### src/rtl/vdram_slot_arbiter.sv
// ============================================================================
// Module      : vdram_slot_arbiter
// Description : Grants each DRAM cycle to video, refresh or CPU, with video
//               holding fixed slots in a 16-cycle window.
// Revision    : 1.0 - initial release
// ============================================================================
`default_nettype none

module vdram_slot_arbiter #(
    parameter int REF_PERIOD = 64
) (
    input  logic        clk,
    input  logic        rst_n,
    input  logic        cend,
    input  logic        go,
    input  logic [1:0]  bw,
    input  logic [20:0] video_addr,
    output logic        video_next,
    output logic        video_strobe,
    input  logic        cpu_req,
    input  logic        cpu_rnw,
    input  logic [20:0] cpu_addr,
    input  logic [15:0] cpu_wrdata,
    input  logic [1:0]  cpu_wrbsel,
    output logic        cpu_next,
    output logic        cpu_strobe,
    output logic        dram_req,
    output logic        dram_rnw,
    output logic        dram_refresh,
    output logic [20:0] dram_addr,
    output logic [15:0] dram_wrdata,
    output logic [1:0]  dram_bsel,
    input  logic        dram_rdstb,
    output logic        ref_overrun
);

    localparam int       c_REF_W    = (REF_PERIOD > 2) ? $clog2(REF_PERIOD) : 1;
    localparam logic [c_REF_W-1:0] c_REF_LAST = c_REF_W'(REF_PERIOD - 1);

    localparam logic [1:0] c_OWN_IDLE    = 2'd0;
    localparam logic [1:0] c_OWN_VIDEO   = 2'd1;
    localparam logic [1:0] c_OWN_CPU     = 2'd2;
    localparam logic [1:0] c_OWN_REFRESH = 2'd3;

    logic [1:0]         r_owner;
    logic [3:0]         r_wcnt;
    logic               r_go_d;
    logic [c_REF_W-1:0] r_refcnt;
    logic [1:0]         r_ref_pend;

    logic [3:0] w_slot;
    logic       w_vslot;
    logic [1:0] w_grant;
    logic       w_wrap;
    logic       w_ref_gnt;

    // A fresh go edge restarts the window so the first fetch lands immediately.
    assign w_slot = (go && !r_go_d) ? 4'd0 : r_wcnt;

    always_comb begin
        w_vslot = 1'b0;
        case (bw)
            2'b00:   w_vslot = (w_slot[2:0] == 3'd0);
            2'b01:   w_vslot = (w_slot[1:0] == 2'd0);
            2'b10:   w_vslot = (w_slot[0] == 1'b0);
            default: w_vslot = 1'b1;
        endcase
    end

    always_comb begin
        w_grant = c_OWN_IDLE;
        if (go && w_vslot)
            w_grant = c_OWN_VIDEO;
        else if (r_ref_pend != 2'd0)
            w_grant = c_OWN_REFRESH;
        else if (cpu_req)
            w_grant = c_OWN_CPU;
    end

    assign video_next = cend && rst_n && (w_grant == c_OWN_VIDEO);
    assign cpu_next   = cend && rst_n && (w_grant == c_OWN_CPU);

    assign w_wrap    = cend && (r_refcnt == c_REF_LAST);
    assign w_ref_gnt = cend && (w_grant == c_OWN_REFRESH);

    assign video_strobe = dram_rdstb && (r_owner == c_OWN_VIDEO);
    assign cpu_strobe   = dram_rdstb && (r_owner == c_OWN_CPU) && dram_rnw;

    always_ff @(posedge clk) begin
        if (!rst_n) begin
            r_owner      <= c_OWN_IDLE;
            r_wcnt       <= 4'd0;
            r_go_d       <= 1'b0;
            r_refcnt     <= '0;
            r_ref_pend   <= 2'd0;
            ref_overrun  <= 1'b0;
            dram_req     <= 1'b0;
            dram_rnw     <= 1'b0;
            dram_refresh <= 1'b0;
            dram_addr    <= 21'd0;
            dram_wrdata  <= 16'd0;
            dram_bsel    <= 2'b00;
        end else if (cend) begin
            r_owner      <= w_grant;
            r_wcnt       <= w_slot + 4'd1;
            r_go_d       <= go;
            r_refcnt     <= w_wrap ? '0 : r_refcnt + 1'b1;
            dram_req     <= (w_grant == c_OWN_VIDEO) || (w_grant == c_OWN_CPU);
            dram_refresh <= (w_grant == c_OWN_REFRESH);
            dram_bsel    <= 2'b11;

            if (w_grant == c_OWN_VIDEO) begin
                dram_rnw  <= 1'b1;
                dram_addr <= video_addr;
            end else if (w_grant == c_OWN_CPU) begin
                dram_rnw    <= cpu_rnw;
                dram_addr   <= cpu_addr;
                dram_wrdata <= cpu_wrdata;
                if (!cpu_rnw)
                    dram_bsel <= cpu_wrbsel;
            end

            // A wrap and a refresh grant on the same cend cancel out.
            if (w_wrap && !w_ref_gnt) begin
                if (r_ref_pend == 2'd3)
                    ref_overrun <= 1'b1;
                else
                    r_ref_pend <= r_ref_pend + 2'd1;
            end else if (!w_wrap && w_ref_gnt) begin
                r_ref_pend <= r_ref_pend - 2'd1;
            end
        end
    end

endmodule

`default_nettype wire
### config.mk
export PLATFORM = sky130hd
export DESIGN_NAME = vdram_slot_arbiter
export DESIGN_NICKNAME = d
export VERILOG_FILES = /design/src/rtl/vdram_slot_arbiter.sv
export SDC_FILE = /design/constraint.sdc
export NUM_CORES = 1
export LEC_CHECK = 0
export CORE_ASPECT_RATIO = 0.6
export CORE_UTILIZATION = 40
export DETAILED_ROUTE_END_ITERATION = 10
export DONT_BUFFER_PORTS = 1
export PLACE_DENSITY_LB_ADDON = 0.15
export SLEW_MARGIN = 20
export SYNTH_ARGS = -nofsm -noshare
export SYNTH_HDL_FRONTEND = slang
export SYNTH_SLANG_ARGS = --single-unit
### constraint.sdc
create_clock -name clk -period 2.9 [get_ports clk]
set_input_delay 0.29 -clock clk [delete_from_list [all_inputs] [get_ports clk]]
set_output_delay 0.29 -clock clk [all_outputs]
set_load 0.01 [all_outputs]
After elaboration in Yosys (flattened, before gate mapping). Index checks and enable logic that the tools add are counted.

Output and inout port bits: 47. Flip-flop bits (word level): 58.

Reductions and logical operators: 26. Equal/unequal tests: 10. Bitwise gates (word level): 2. $add $sub $neg: 4. Mux-type cells: 16.

Operator list (count): two-way mux 21 bit (2); two-way mux 2 bit (9); logical AND 1 bit (12); == test 2 bit (second input constant) (5); AND reduction 3 bit (3); adder 6 x 1 -> 6 bit (second input constant) (1); == test 2 x 1 -> 1 bit (second input constant) (3); == test 6 bit (second input constant) (1); two-way mux 6 bit (1); nonzero test 2 bit (3); adder 4 x 1 -> 4 bit (second input constant) (1); zero test 2 bit (2); two-way mux 4 bit (1); zero test 1 bit (3); zero test 3 bit (1); one-hot mux 1 bit (3 select lines) (1); adder 2 x 1 -> 2 bit (second input constant) (1); two-way mux 1 bit (2); != test 2 bit (second input constant) (1); inverter 1 bit (2); AND reduction 2 bit (1); subtractor 2 x 1 -> 2 bit (second input constant) (1); logical OR 1 bit (1).

Logic depth before layout (Yosys ltp). Gate-level depths: netlist (run 1).

Depth in word-level cells: 13. Depth in mapped cells: 14. Gate-level depth less buffers: 12.

Worst setup path after synthesis (run 1). Ideal clock, no wire load.

Path kind: register to register. From: register r_go_d. To: register dram_wrdata[0]. Data required time: 2768 ps. Stages on the path, launching flop included: 15. Slack: 439 ps. Period minus slack after synthesis: 2461 ps. Setup time: 132 ps. Arrival time: 2329 ps. Path through: dfxtp_1 > nand2b_1 > and2_1 > inv_1 > ha_1 > o21a_2 > o31ai_4 > and2_1 > inv_1 > ha_1 > buf_2 > nand3b_1 > clkbuf_1 > nand2_1 > a21oi_1.

Cells in the longest elaborated chain, start to end: 10.

RTL lines: start: declaration (line 47) `logic r_go_d;`; start signal: assignment (line 106) `r_go_d <= go;`; zero test 1 bit (*) (line 58) `assign w_slot = (go && !r_go_d) ? 4'd0 : r_wcnt;`; logical AND 1 bit (*) (line 58); two-way mux 4 bit (*) (line 58); zero test 3 bit, or another cell as far along (line 63) `2'b00: w_vslot = (w_slot[2:0] == 3'd0);`; one-hot mux 1 bit (3 select lines) (*) (line 62) `case (bw)`; logical AND 1 bit (*) (line 72) `if (go && w_vslot)`; two-way mux 2 bit (*) (line 72); net w_grant[0] (line 53) `logic [1:0] w_grant;`; == test 2 x 1 -> 1 bit (line 112) `if (w_grant == c_OWN_VIDEO) begin`; inverter 1 bit (no source line); AND reduction 3 bit (no source line) (*); end signal: assignment (line 118) `dram_wrdata <= cpu_wrdata;`; end: declaration (line 31) `output logic [15:0] dram_wrdata,`.

Mark *: on every way through the listed nets, which the timed path passes. The rest lies on a longest branch. A chain may end at the register's enable or synchronous reset.

Worst setup path in the final report (run 1).
From: register r_go_d. To: output port video_next.

Cells in the longest elaborated chain, start to end: 9.

RTL lines: zero test 1 bit (*) (line 58); logical AND 1 bit (*) (line 58); two-way mux 4 bit (*) (line 58); zero test 3 bit, or another cell as far along (line 63); one-hot mux 1 bit (3 select lines) (*) (line 62); logical AND 1 bit (*) (line 72); two-way mux 2 bit (*) (line 72); net w_grant[0] (line 53); == test 2 x 1 -> 1 bit (*) (line 80) `assign video_next = cend && rst_n && (w_grant == c_OWN_VIDEO);`; logical AND 1 bit (*) (line 80); end: declaration (line 18) `output logic video_next,`.

Marks and branches as above.

==> results of run 1 <==
## final timing paths
path                          to      startpoint  depth (start not counted)
setup reg to reg    dram_bsel[0]          r_go_d                         12
hold / removal         r_wcnt[0]            cend                          1
setup / recovery      video_next          r_go_d                         10
hold reg to reg   dram_wrdata[2]  dram_wrdata[2]                          2
## metrics by stage
stage               area [sq um]  util [%]
floorplan                   2530         -
global placement            2610      44.7
detailed placement          2610      44.7
CTS                         2830      48.4
global route                2830      48.4
finish                      2830      48.4
## area by class of cell
type                    count  area [sq um]  share of cell area, %
clock buffers              10           138                   4.87
clock inverters             5          80.1                   2.83
inverters                   8          30.0                   1.06
multi-input cells         197          1270                   45.0
flip-flops and latches     57          1140                   40.4
well taps                  80           100                   3.54
repair buffers              7          65.1                   2.30
## flip-flops by register name, indices dropped and copies added (netlist names)
name,flops
r_owner,2
ref_overrun,1
dram_wrdata,16
dram_refresh,1
r_ref_pend,2
dram_rnw,1
dram_addr,21
dram_req,1
dram_bsel,2
r_go_d,1
r_wcnt,3
r_refcnt,6
## worst max-delay path: cells and delay by family (launching register included)
kind | cells | cell delay, ps
AOI/OAI and AO/OA | 2 | 300
adders and majority gates | 2 | 490
buffers and inverters | 2 | 110
DFF | 1 | 330
and+or+nand+nor | 4 | 830
## cells in the final DEF (no fill, tap or decap), types with 2 or more instances in the layout
cell type	n
nand3b_1	2
a211oi_1	25
nand2_1	41
and3_1	2
clkbuf_8	10
o221a_2	2
inv_1	6
a31oi_1	2
mux2i_1	24
buf_4	6
xnor2_1	2
o21ai_0	4
and4_1	2
bufinv_16	2
ha_1	6
clkinvlp_4	2
and2_1	3
nand2b_1	2
nor2_1	36
dfxtp_1	57
a21oi_1	20
o31ai_1	2
## layer usage
metal	vias to the layer above	GRT usage, %	routed length (microns)
li1	988	-	-
met1	871	25.1	2800
met2	83	24.5	2420
met5	-	0	0
met4	0	6.69	76
met3	6	7.56	528
## power breakdown
group	switching (uW)	internal (uW)	total, uW
sequential	54.5	832	886
combinational	107	83.9	191
clock	317	500	818
total	479	1420	1900
## logic make-up (layout without fill, tap and decap cells)
group,count (synthesis),in the layout
adders and majority gates,6,6
buffers and inverters,26,30
muxes,25,25
xor gates and xnor gates,3,3
AOI/OAI and AO/OA,64,64
and+or+nand+nor,99,99
DFF,57,57
==> impl_metrics.yaml, run 1 <==
route:
  avgViaCountPerCell: 5.35
  routed_wl_mm: 5.83
  drtAntennaViolNets: 0
  firstDrtPassIters: 4
  vias: 1948
  drc: 0
  drt_iter0_drc: 93
  wl_per_cell_microns: 16.0
timing:
  hold_viol_final: 0
  finalCritPeriodShare_pct: 92.6
  slew_headroom_pct: 52.0
  finalClockSkew_ps: 7.12
  slew_violations: 0
  rsz0062_at_grt: "false"
  tns_ps: 0
  clock.fmax_mhz: 372
  period_needed_ps: 2690
  setup_viol: 0
  setup_ws_ps: 215
  holdWs_ps: 45.1
  worst_pin_slew_ps: 716
logic_synthesis:
  synth_compound_area_share_pct: 17.8
  synth_cells: 280
  synth.distinct_cells: 46
  synth_edf_count: 0
  synth-xor-area-share_pct: 1.04
  yosys.area_share.simple_pct: 18.4
  yosys_warnings: 0
  synth_top_family_by_area: "simple AND/OR/NAND/NOR gates"
  yosys_most_used_dff: "dfxtp_1"
  syn_nets: 355
  yosysTopAreaCellShare_pct: 45.2
  ys_seq_area_share_pct: 45.2
  synth.area.mux_share_pct: 10.1
  ys_async_sr_fraction_pct: 0
  synthAdderAreaFrac_pct: 2.97
  ys_ff_latch: 57
  ys_top_cells_by_count: "dfxtp_1 (57), nand2_1 (41), nor2_1 (36)"
  synth_area_leader_cell: "dfxtp_1"
  yosysMostFrequentCell: "dfxtp_1"
  yosys-top-cells-area: "dfxtp_1 (45%), mux2i_1 (9.5%), a211oi_1 (7.4%)"
  syn_area_sq_um: 2530
  avgSynthCellArea_sq_um: 9.02
clocking:
  ctsResizeCount: 0
  ctsLongestPathBuffers: 2
  numCtsBuffers: 9
  clock-root-buffer: "clkbuf_8"
  post_cts_buffers: 0
  clkTransAtPathRegs_ps: 70
  cts_hold_buf: 0
  h-tree-depth: 3
  clk_latency_ps: 330
  cts_tree: "yes"
  clock_sinks: 57
setup_path:
  cp.required_ps: 2610
  cpPeakStageDelay_ps: 330
  crit_type: "reg2out"
  critPathLaunchType: "register"
  r2r_slack_ps: 340
  crit_path_top_delay_cell: "dfxtp_1"
  end_kind: "output port"
  cp_max_fo: 8
  crit_chain: "nand2b_1, and2_1, inv_1, ha_1, o21a_2, o31ai_4, and2_1, inv_1, ha_1, and3_1"
  critPathArrivalTime_ps: 2400
global_routing:
  grtUsageTotal_pct: 18.1
  grt_pass1_vias: 1771
  grt_max_degree: 45
  globalRouteOverflowTotal: 0
  antenna_found_initial: 0
  grt_pass1_wl_mm: 9.20
power:
  powerDensity_nw_per_um2: 671
  leakage_uw: 0.00104
  power_uw: 1900
  ir_worst_vdd_v: 0.000309
floorplanning:
  floorplan.initialDensity_pct: 43.3
  die_h_microns: 63.6
  row_count: 21
  die_x_microns: 105
  io_pins: 116
  die_area_sq_um: 6650
  core_area_sq_um: 5830
place:
  gp_congestion: 0.809
  place_ws_ps: 338
  dp_cells: 349
  post-dp-hpwl_mm: 4.09
  portBuffers: 0
cells_and_area:
  area_delta_synth_final_pct: 11.8
  diodes: 0
  nets: 355
  fin_cells: 364
  fillers: 567
  drive_gt1_share_pct: 11.3
min_path:
  hp-class: "in2reg"
flow_run:
  drv_cap: 0
run_status:
  outcome: "finished, final reports clean"
Power figures use the tool's default switching activity.
==> run 2: changes to the inputs <==
Settings changed: CELL_PAD_IN_SITES_DETAIL_PLACEMENT from default to 1, CELL_PAD_IN_SITES_GLOBAL_PLACEMENT from default to 1, CORE_MARGIN from default to 2.
==> impl_metrics.yaml, run 2 (synthesis results as in run 1) <==
place:
  portBuffers: 0
  gp_congestion: 0.697
  post-dp-hpwl_mm: 4.73
global_routing:
  globalRouteOverflowTotal: 0
  antenna_found_initial: 0
  grtUsageTotal_pct: 18.5
  grt_pass1_wl_mm: 9.80
  grt_pass1_vias: 1967
  grt_max_degree: 45
timing:
  period_needed_ps: 2670
  worst_pin_slew_ps: 379
  setup_viol: 0
  tns_ps: 0
  finalClockSkew_ps: 3.51
  finalCritPeriodShare_pct: 92.1
  slew_headroom_pct: 74.6
  clock.fmax_mhz: 374
  hold_viol_final: 0
  rsz0062_at_grt: "false"
  holdWs_ps: 53.7
  slew_violations: 0
floorplanning:
  core_area_sq_um: 6110
  row_count: 22
  floorplan.initialDensity_pct: 41.3
  io_pins: 116
  die_x_microns: 107
  die_area_sq_um: 6990
  die_h_microns: 65.6
power:
  p_comb_share_pct: 10.2
  switching_share_pct: 24.9
  leakage_uw: 0.00104
  powerDensity_nw_per_um2: 666
  power_uw: 1890
  p_seq_share_pct: 47.0
  power.internal_uw: 1420
  switchingPower_uw: 469
  pwr-share-clk_pct: 42.8
  ir_worst_vdd_v: 0.000295
route:
  vias: 1972
  drt_iter0_drc: 96
  wl_per_cell_microns: 17.3
  drtAntennaViolNets: 0
  firstDrtPassIters: 4
  routed_wl_mm: 6.37
  avgViaCountPerCell: 5.36
  drc: 0
min_path:
  hp-start: "cend"
  hp-class: "in2reg"
clocking:
  post_cts_buffers: 0
  clkTransAtPathRegs_ps: 60
  h-tree-depth: 3
  cts_tree: "yes"
  ctsLongestPathBuffers: 2
  clock_sinks: 57
  clk_latency_ps: 330
  cts_hold_buf: 0
  numCtsBuffers: 9
  clock-root-buffer: "clkbuf_8"
cells_and_area:
  largest_register: "dram_addr"
  diodes: 0
  fillers: 719
  drive_gt1_share_pct: 12.0
  final_common_cell: "dfxtp_1"
  top_regs: "dram_addr (21), dram_wrdata (16), r_refcnt (6)"
  regArea_sq_um: 1140
  largest_register_ffs: 21
  area_delta_synth_final_pct: 12.2
  nets: 355
  layout_common_cells: "dfxtp_1 (57), nand2_1 (41), nor2_1 (36)"
  multi_input_area_sq_um: 1280
setup_path:
  end_kind: "output port"
  crit_start: "r_go_d"
  critPathArrivalTime_ps: 2380
  critPathLaunchType: "register"
  crit_type: "reg2out"
  cp.required_ps: 2610
  reg2reg_from: "r_go_d"
  cp_max_fo: 13
run_status:
  outcome: "finished, final reports clean"
flow_run:
  drv_cap: 0
run 2: area by class of cell:
type / count / share of cell area, %
inverters: 8 / 1.06
clock buffers: 10 / 4.85
flip-flops and latches: 57 / 40.2
repair buffers: 7 / 2.29
clock inverters: 5 / 2.82
multi-input cells: 197 / 45.0
well taps: 84 / 3.71
run 2: metal layers:
metal  GRT usage, %  wire (microns)  up-vias
met5              0               0        -
met4           6.82              69        0
met3           9.42             697        7
met2           27.9            2740       81
met1           22.7            2860      905
li1               -               -      979
run 2: repair_timing:
item                       in CTS  in global routing
setup endpoints to repair       1                  1
resized for setup               1                  1
cloned                          0                  0
run 2: stage by stage:
stage               setup slack, ps  cell area (sq um)  cells  util (%)
floorplan                       439               2530    280         -
global placement                253               2610    353      42.8
detailed placement              114               2610    353      42.8
CTS                             146               2830    368      46.4
global route                   58.9               2840    368      46.4
finish                          228               2840    368      46.4
run 2: final timing paths:
check,depth (start not counted),end,slack (ps)
worst max-delay path,10,video_next,230
worst min-delay path,1,r_owner[0],50
worst max register to register,12,dram_bsel[0],330
worst min register to register,2,dram_wrdata[8],500
run 2: critical path: stages, from the launching register on:
cell and delay [ps]:
dfxtp_1 340, nand2b_1 150, and2_1 180, inv_1 60, ha_1 190, o21a_2 220
o31ai_4 90, and2_4 230, inv_1 50, ha_2 300, and3_1 260
run 2: power groups by stage:
| stage | logic (uW) | clock network, uW | registers, uW |
|---|---|---|---|
| after CTS | 195 | 832 | 888 |
| after global routing | 217 | 871 | 893 |
| after floorplan | 163 | 0 | 892 |
| after global placement | 187 | 0 | 904 |
| after detailed placement | 194 | 0 | 905 |
| final | 193 | 807 | 887 |
